`config.mk`:
```
export PLATFORM = sky130hd
export DESIGN_NAME = seg_refresh_scanner_flat
export DESIGN_NICKNAME = d
export VERILOG_FILES = /design/src/rtl/seg_refresh_scanner_if.sv /design/src/rtl/seg_refresh_scanner.sv /design/src/flat_wrapper.sv
export SDC_FILE = /design/constraint.sdc
export NUM_CORES = 1
export LEC_CHECK = 0
export ABC_AREA = 1
export CORE_MARGIN = 1.5
export CORE_UTILIZATION = 52
export CTS_CLUSTER_SIZE = 28
export DETAILED_ROUTE_END_ITERATION = 7
export PLACE_DENSITY_LB_ADDON = 0.15
export SLEW_MARGIN = 20
export SYNTH_ARGS = -nofsm -noshare
export SYNTH_HDL_FRONTEND = slang
export SYNTH_SLANG_ARGS = --single-unit
```
`constraint.sdc`:
```
create_clock -name clk -period 2.5 [get_ports clk]
set_input_delay 0.5 -clock clk [delete_from_list [all_inputs] [get_ports clk]]
set_output_delay 0.5 -clock clk [all_outputs]
set_load 0.05 [all_outputs]
```
`src/rtl/seg_refresh_scanner_if.sv`:
```
// Load port for the 7-segment refresh scanner: one 32-bit hex word per
// valid/ready transfer.
interface seg_refresh_scanner_if;
  logic [31:0] load_data;
  logic        load_valid;
  logic        load_ready;

  modport master (
    output load_data,
    output load_valid,
    input  load_ready
  );

  modport slave (
    input  load_data,
    input  load_valid,
    output load_ready
  );
endinterface

```
`src/rtl/seg_refresh_scanner.sv`:
```
// Multiplexed 8-digit 7-segment scanner with a double-buffered display word,
// frame-aligned commits and optional leading-zero blanking.
module seg_refresh_scanner #(
  parameter int TICK_DIV = 100_000,
  parameter bit LZ_BLANK = 1'b1
) (
  input  logic                         clk,
  input  logic                         rst_n,
  seg_refresh_scanner_if.slave         load,
  output logic [2:0]                   refreshcounter,
  output logic [6:0]                   seg_n,
  output logic                         frame_done
);

  localparam int          CW   = $clog2(TICK_DIV);
  localparam logic [CW-1:0] LAST = CW'(TICK_DIV - 1);

  logic [CW-1:0] prescaler;
  logic          tick;
  logic          wrap;
  logic          commit;
  logic          transfer;

  logic [31:0]   active;
  logic [31:0]   pending;
  logic          pending_full;

  logic [2:0]    next_idx;
  logic [31:0]   next_active;
  logic [31:0]   upper;
  logic [6:0]    seg_next;

  function automatic logic [6:0] hex_to_seg(input logic [3:0] h);
    logic [6:0] s;
    case (h)
      4'h0:    s = 7'b1000000;
      4'h1:    s = 7'b1111001;
      4'h2:    s = 7'b0100100;
      4'h3:    s = 7'b0110000;
      4'h4:    s = 7'b0011001;
      4'h5:    s = 7'b0010010;
      4'h6:    s = 7'b0000010;
      4'h7:    s = 7'b1111000;
      4'h8:    s = 7'b0000000;
      4'h9:    s = 7'b0010000;
      4'hA:    s = 7'b0001000;
      4'hB:    s = 7'b0000011;
      4'hC:    s = 7'b1000110;
      4'hD:    s = 7'b0100001;
      4'hE:    s = 7'b0000110;
      default: s = 7'b0001110;
    endcase
    return s;
  endfunction

  assign tick     = (prescaler == LAST);
  assign wrap     = tick & (refreshcounter == 3'd7);
  assign commit   = wrap & pending_full;

  // A commit frees the pending slot in the same cycle, so a waiting word
  // can be taken on the commit edge without a bubble.
  assign load.load_ready = ~pending_full | commit;
  assign transfer        = load.load_valid & load.load_ready;

  // NOTE: sequential state uses non-blocking assignments so every register
  // samples pre-edge values, regardless of process ordering.
  always_ff @(posedge clk or negedge rst_n) begin
    if (!rst_n) begin
      prescaler <= '0;
    end else if (tick) begin
      prescaler <= '0;
    end else begin
      prescaler <= prescaler + 1'b1;
    end
  end

  // NOTE: every variable gets a default at the top of an always_comb so no
  // path can leave it unassigned and infer a latch.
  always_comb begin
    next_idx    = refreshcounter;
    next_active = active;
    if (tick) begin
      next_idx = refreshcounter + 3'd1;
    end
    if (commit) begin
      next_active = pending;
    end
  end

  // Decode from the next index and next word so seg_n and refreshcounter
  // update on the same edge; upper[3:0] is the selected nibble.
  always_comb begin
    upper    = next_active >> {next_idx, 2'b00};
    seg_next = hex_to_seg(upper[3:0]);
    if (LZ_BLANK && (next_idx != 3'd0) && (upper == 32'h0)) begin
      seg_next = 7'h7F;
    end
  end

  // NOTE: the display words are reset, not left undefined, so the first
  // frame after reset decodes a known all-zero word.
  always_ff @(posedge clk or negedge rst_n) begin
    if (!rst_n) begin
      refreshcounter <= 3'd0;
      seg_n          <= 7'b1000000;
      frame_done     <= 1'b0;
      active         <= 32'h0;
      pending        <= 32'h0;
      pending_full   <= 1'b0;
    end else begin
      refreshcounter <= next_idx;
      seg_n          <= seg_next;
      frame_done     <= wrap;
      active         <= next_active;
      if (transfer) begin
        pending <= load.load_data;
      end
      pending_full   <= transfer | (pending_full & ~commit);
    end
  end

endmodule

```
`src/flat_wrapper.sv`:
```
// flat-port wrapper written by rule: the top's interface ports become plain ports
module seg_refresh_scanner_flat 
#(
  parameter int TICK_DIV = 100_000,
  parameter bit LZ_BLANK = 1'b1
)
  (clk, rst_n, refreshcounter, seg_n, frame_done, load_load_data, load_load_valid, load_load_ready);
  seg_refresh_scanner_if load_i ();
  input  logic clk;
  input  logic rst_n;
  output logic [2:0] refreshcounter;
  output logic [6:0] seg_n;
  output logic frame_done;
  input wire logic [$bits(load_i.load_data)-1:0] load_load_data;
  input wire logic [$bits(load_i.load_valid)-1:0] load_load_valid;
  output wire logic [$bits(load_i.load_ready)-1:0] load_load_ready;
  assign load_i.load_data = load_load_data;
  assign load_i.load_valid = load_load_valid;
  assign load_load_ready = load_i.load_ready;
  seg_refresh_scanner #(.TICK_DIV(TICK_DIV), .LZ_BLANK(LZ_BLANK)) u_core (.clk(clk), .rst_n(rst_n), .load(load_i), .refreshcounter(refreshcounter), .seg_n(seg_n), .frame_done(frame_done));
endmodule
```
# Word level (Yosys, flattened, before mapping)

Memories as Yosys holds them, arrays and structs flattened.
Cells that the tools add are included.

Bits in registers: 93
Bits in read-only memories: 112
Output and inout bits: 12
Word-level logic and storage cells: 28
Memories: 1

$add $sub $neg: 2
Equality and inequality tests: 2
Shift-type cells: 1
Mux-type cells: 4
Bitwise gates (word level): 8
Reductions and logical operators: 3

Memories:

| name            | depth | bits a word | rd ports | clocked after Yosys merged registers in | write ports | RTL line                  | RTL |
|---|---|---|---|---|---|---|---|
| (no name shown) | 16    | 7           | 1        | 0                                       | 0           | seg_refresh_scanner.sv:35 | `case (h)` |

Operator list:

| operator                                                        | number |
|---|---|
| 32-bit logical NOT                                              | 1 |
| 32-bit 2-to-1 mux                                               | 1 |
| 32-bit by 5-bit >> shifter with 32-bit output                   | 1 |
| 17-bit by 1-bit adder with 17-bit output, second input constant | 1 |
| 17-bit == test, second input constant                           | 1 |
| 17-bit 2-to-1 mux                                               | 1 |
| 7-bit 2-to-1 mux                                                | 1 |
| 1-bit AND                                                       | 4 |
| 3-bit by 1-bit adder with 3-bit output, second input constant   | 1 |
| 3-bit == test, second input constant                            | 1 |
| 3-bit 2-to-1 mux                                                | 1 |
| 3-bit nonzero test                                              | 1 |
| 1-bit inverter                                                  | 2 |
| 1-bit OR                                                        | 2 |
| 1-bit logical AND                                               | 1 |

# Logic depth before layout (Yosys ltp)

Depth after elaboration: 8
Gate-level depth with buffers: 23
Mapped depth without buffers: 22

# Worst setup path before layout

OpenSTA, ideal clock, no wires.

Kind: reg2reg
From: register u_core.refreshcounter[0]
To: register u_core.pending[27]
Arrival: 3.524 ns
Path slack: -1.156 ns
Stages on the path, launching flop included: 12
Period minus slack after synthesis: 3.656 ns
Cells stage by stage: dfrtp_1 -> ha_1 -> ha_1 -> buf_2 -> clkbuf_1 -> inv_1 -> o21ai_0 -> nand2_1 -> buf_2 -> clkbuf_1 -> nor2_1 -> a21oi_1

Longest elaborated chain between the ends: 5

RTL lines:

| what                      | RTL line                   | RTL |
|---|---|---|
| start, declared           | seg_refresh_scanner.sv:10  | `output logic [2:0] refreshcounter,` |
| start signal, assigned    | seg_refresh_scanner.sv:111 | `refreshcounter <= next_idx;` |
| 3-bit == test             | seg_refresh_scanner.sv:57  | `assign wrap = tick & (refreshcounter == 3'd7);` |
| 1-bit AND                 | seg_refresh_scanner.sv:57  |  |
| 1-bit AND                 | seg_refresh_scanner.sv:58  | `assign commit = wrap & pending_full;` |
| 1-bit OR                  | seg_refresh_scanner.sv:62  | `assign load.load_ready = ~pending_full \| commit;` |
| named net load_load_ready | flat_wrapper.sv:16         | `output wire logic [$bits(load_i.load_ready)-1:0] load_load_ready;` |
| 1-bit AND                 | seg_refresh_scanner.sv:63  | `assign transfer = load.load_valid & load.load_ready;` |
| end signal, assigned      | seg_refresh_scanner.sv:116 | `pending <= load.load_data;` |
| end, declared             | seg_refresh_scanner.sv:25  | `logic [31:0] pending;` |

The timed path passes the listed nets, and every way through them passes these cells.
A chain may end at the register's enable or synchronous reset.

# Worst setup path after layout

From: register u_core.prescaler[8]
To: register u_core.seg_n[1]

RTL lines:

| what                                                      | RTL line                   | RTL |
|---|---|---|
| start, declared                                           | seg_refresh_scanner.sv:18  | `logic [CW-1:0] prescaler;` |
| start signal, assigned                                    | seg_refresh_scanner.sv:73  | `prescaler <= prescaler + 1'b1;` |
| 17-bit == test *                                          | seg_refresh_scanner.sv:56  | `assign tick = (prescaler == LAST);` |
| 3-bit 2-to-1 mux *                                        | seg_refresh_scanner.sv:82  | `if (tick) begin` |
| named net u_core.next_idx[2]                              | seg_refresh_scanner.sv:28  | `logic [2:0] next_idx;` |
| branches (longest 3 deep; another with memory 16 x 7 bit) | -                          |  |
| 7-bit 2-to-1 mux *                                        | seg_refresh_scanner.sv:95  | `if (LZ_BLANK && (next_idx != 3'd0) && (upper == 32'h0)) begin` |
| named net u_core.seg_next[1]                              | seg_refresh_scanner.sv:31  | `logic [6:0] seg_next;` |
| end signal, assigned                                      | seg_refresh_scanner.sv:112 | `seg_n <= seg_next;` |
| end, declared                                             | seg_refresh_scanner.sv:11  | `output logic [6:0] seg_n,` |

Mark *: on every way through the listed nets, which the timed path passes.

==> impl_metrics.json <==
{
  "outcome": "finished, violations left",
  "failed_checks": "negative setup slack",
  "synth_edf_count": 0,
  "crit_arrival_ns": 3.17,
  "muxShareOfSynthArea_pct": 3.49,
  "cp.required_ns": 2.83,
  "postCtsHoldBufs": 0,
  "power_density_mw_per_mm2": 337,
  "dr_total_vias": 5076,
  "synth.cell_area_mm2": 0.00516,
  "netlist.top_cell.by_area": "dfrtp_1",
  "routabilityCongestion": 0.904,
  "ys_seq_area_share_pct": 45.2,
  "reg2reg_to": "u_core.seg_n[1]",
  "drt_iter0_drc": 288,
  "port_buffers": 46,
  "drive_gt1_share_pct": 35.8,
  "rows": 36,
  "worst_pin_slew_ns": 0.511,
  "synth.avg_cell_area_um2": 7.88,
  "synth_top_family_by_area": "simple AND/OR/NAND/NOR gates",
  "final.setup.worst_slack_ns": -0.344,
  "combPwrFrac_pct": 3.4,
  "area_delta_synth_final_pct": 44.4,
  "core_mm2": 0.00968,
  "synth_top_area_share_pct": 44.6,
  "finalClockSkew_ns": 0.00941,
  "clockBufferDepth": 2,
  "clk_pin_slew_ns": 0.09,
  "setup_viol": 9,
  "p_leak_nw": 3.93,
  "grt_use_total_pct": 28.4,
  "maxCapViolations": 0,
  "r2r-start": "u_core.prescaler[8]",
  "grt_pass1_wl_um": 22500,
  "tritoncts": "done",
  "timing.final.crit_period_ns": 2.84,
  "grt_max_degree": 61,
  "dieWidth_um": 103,
  "met2_length_um": 7620,
  "pin_count": 47,
  "synth_simple_gate_area_share_pct": 33.8,
  "crit_type": "flop to flop",
  "synthXorXnorAreaFrac_pct": 0.340,
  "dr_wl_met3_um": 878,
  "synth-compound-area-share_pct": 5.73,
  "r2r_cells": 19,
  "seq_power_share_pct": 60.0,
  "ys_ff_latch": 93,
  "final_core_util_pct": 76.9,
  "synth.top_cells.by_count": "nand2_1 (185), dfrtp_1 (92), inv_1 (80)",
  "place_area_mm2": 0.00635,
  "floorplan.die_area_mm2": 0.0105,
  "synth_area_leaders": "dfrtp_1 (45%), nand2_1 (13%), nand3_1 (6.2%)",
  "switchingPower_uw": 571,
  "synthFlopType": "dfrtp_1",
  "wl_per_cell_um": 16.1,
  "internal_power_mw": 1.94,
  "crit_fanout": 7,
  "final_area_mm2": 0.00744,
  "ctsHtreeMaxLevel": 3,
  "dpl.hpwl_um": 10100,
  "dr.pass1.iters": 5,
  "die_height_um": 103,
  "grt_pass1_vias": 4610,
  "grt_overflow": 0,
  "peakVddDrop_uv": 443,
  "cts_num_sinks": 93,
  "r2r_slack_ns": -0.34,
  "hold_path_class": "input port to async pin",
  "antenna_left": 0,
  "drc_errors": 0,
  "antenna_cells": 0,
  "routed_wirelength_um": 15400,
  "slew_headroom_pct": 65.9,
  "dr.max_layer_used": "met4",
  "clkPwrFrac_pct": 36.7,
  "finalHoldViolCount": 0,
  "synthCells": 654,
  "crit_path_end_kind": "flop",
  "preCtsSetupSlack_ns": -0.272,
  "initial_utilization_pct": 53.2,
  "wl_met1_um": 6560,
  "yosysMostFrequentCell": "nand2_1",
  "rsz0062_at_grt": "yes",
  "final_max_slew_viol_count": 0,
  "worstSetupStartpointType": "flop",
  "cts_made_buffers": 9,
  "ys_async_sr_fraction_pct": 100,
  "fin_nets": 865,
  "fmax_mhz": 352,
  "p_sw_share_pct": 22.8,
  "synthAdderAreaFrac_pct": 2.18,
  "synth.distinct_cells": 39,
  "cts_root_buf": "clkbuf_8",
  "synth_nets": 698,
  "antenna_found_initial": 0,
  "yosys_warnings": 0,
  "finalCritPeriodShare_pct": 114,
  "tns_ns": -2.54,
  "viasPerCell": 5.30,
  "clkLatencyLatePin_ns": 0.39
}
==> metrics by stage <==
stage	hold slack [ns]	total power, mW	std cells
global route	0.0694	2.60	958
detailed placement	0.477	1.62	888
floorplan	0.204	1.53	654
CTS	0.0537	2.54	925
finish	0.0464	2.51	958
global placement	0.469	1.62	888
==> placed cells by master, fill, tap and decap left out, types with 2 or more instances in the layout <==
cell,synthesis,layout
nand2_2,8,36
buf_6,3,17
clkinvlp_4,0,3
ha_4,0,6
nand2_1,185,146
a21oi_2,1,3
ha_2,0,2
and2_1,3,3
dfrtp_2,0,4
inv_1,80,76
nor2_1,53,45
clkdlybuf4s50_1,0,44
inv_2,11,13
clkbuf_8,0,10
nor2_4,4,9
nand3b_1,2,2
nand3_4,3,6
mux2_2,16,16
buf_12,0,7
o21ai_4,1,2
a21oi_1,24,22
nor2_2,3,6
nand2_8,0,2
a31oi_1,2,2
o21ai_1,8,6
nand4_1,25,25
nand3_2,5,20
nand2_4,3,14
nor3_1,2,2
o21ai_2,0,4
clkbuf_1,8,2
nand3_1,64,46
buf_4,5,107
dfrtp_1,92,88
and2_0,2,2
xor2_1,2,2
o21ai_0,13,11
==> sequential cells by signal, summed over array words and instances, names as in the netlist <==
name / flops
u_core.active: 32
u_core.frame_done: 1
u_core.pending: 32
u_core.pending_full: 1
u_core.prescaler: 17
u_core.refreshcounter: 3
u_core.seg_n: 7
==> worst max path at each step <==
stage,start,to,slack (ns),cells past startpoint
global route,u_core.prescaler[8],u_core.seg_n[3],-0.50,19
detailed placement,u_core.prescaler[1],u_core.seg_n[1],-0.27,21
global placement,u_core.prescaler[0],u_core.seg_n[3],-0.16,23
finish,u_core.prescaler[8],u_core.seg_n[1],-0.34,19
CTS,u_core.prescaler[1],u_core.seg_n[5],-0.19,20
floorplan,u_core.refreshcounter[0],u_core.seg_n[2],0.003,20
==> metal layers <==
metal	global-route usage (%)	up-vias
li1	-	2421
met1	37.1	2463
met2	47.5	162
met3	7.12	30
met4	7.59	0
met5	0	-
==> layout make-up <==
cell class                      instances  area [um^2]
Clock buffer                           12          145
Timing Repair Buffer                  176         1600
Tap cell                              133          166
Inverter                               91          349
Multi-Input combinational cell        450         2830
Clock inverter                          3         22.5
Sequential cell                        93         2330
Fill cell                             677         2240
==> critical path, cell delays in order, from the launching register on <==
cell and delay [ns]:
dfrtp_1 0.43, inv_2 0.09, nand2_2 0.07, nor2_4 0.13, nand3_2 0.13, nor2_4 0.22, buf_4 0.16, buf_6 0.11
nor2_1 0.05, nor2_2 0.23, buf_4 0.17, nand3_1 0.09, nand2_2 0.18, ha_4 0.17, o21ai_2 0.05, nor2_1 0.12
nand3_2 0.10, nor2_4 0.13, nand2_4 0.09, nand2_2 0.07
==> kinds of logic (layout without fill, tap and decap cells) <==
group | count (synthesis) | in the layout
xor+xnor | 2 | 2
simple gates | 367 | 369
buf+inv | 114 | 282
compound gates | 53 | 54
flops | 93 | 93
fa+ha+maj | 9 | 9
mux | 16 | 16
==> repair_timing <==
action | CTS | global route
gates resized for setup | 40 | 87
pin swaps | 17 | 51
endpoints found under the setup margin | 7 | 10
gates cloned | 1 | 4
buffers inserted | 21 | 30
==> power groups by stage <==
stage          Clock, mW  Sequential [mW]  Combinational, mW
2_1_floorplan          0             1.53           0.000706
3_3_place_gp           0             1.53             0.0863
3_5_place_dp           0             1.53             0.0878
4_1_cts            0.945             1.50             0.0884
5_1_grt             1.00             1.50             0.0959
6_report           0.919             1.50             0.0850
Power figures use the tool's default switching activity.
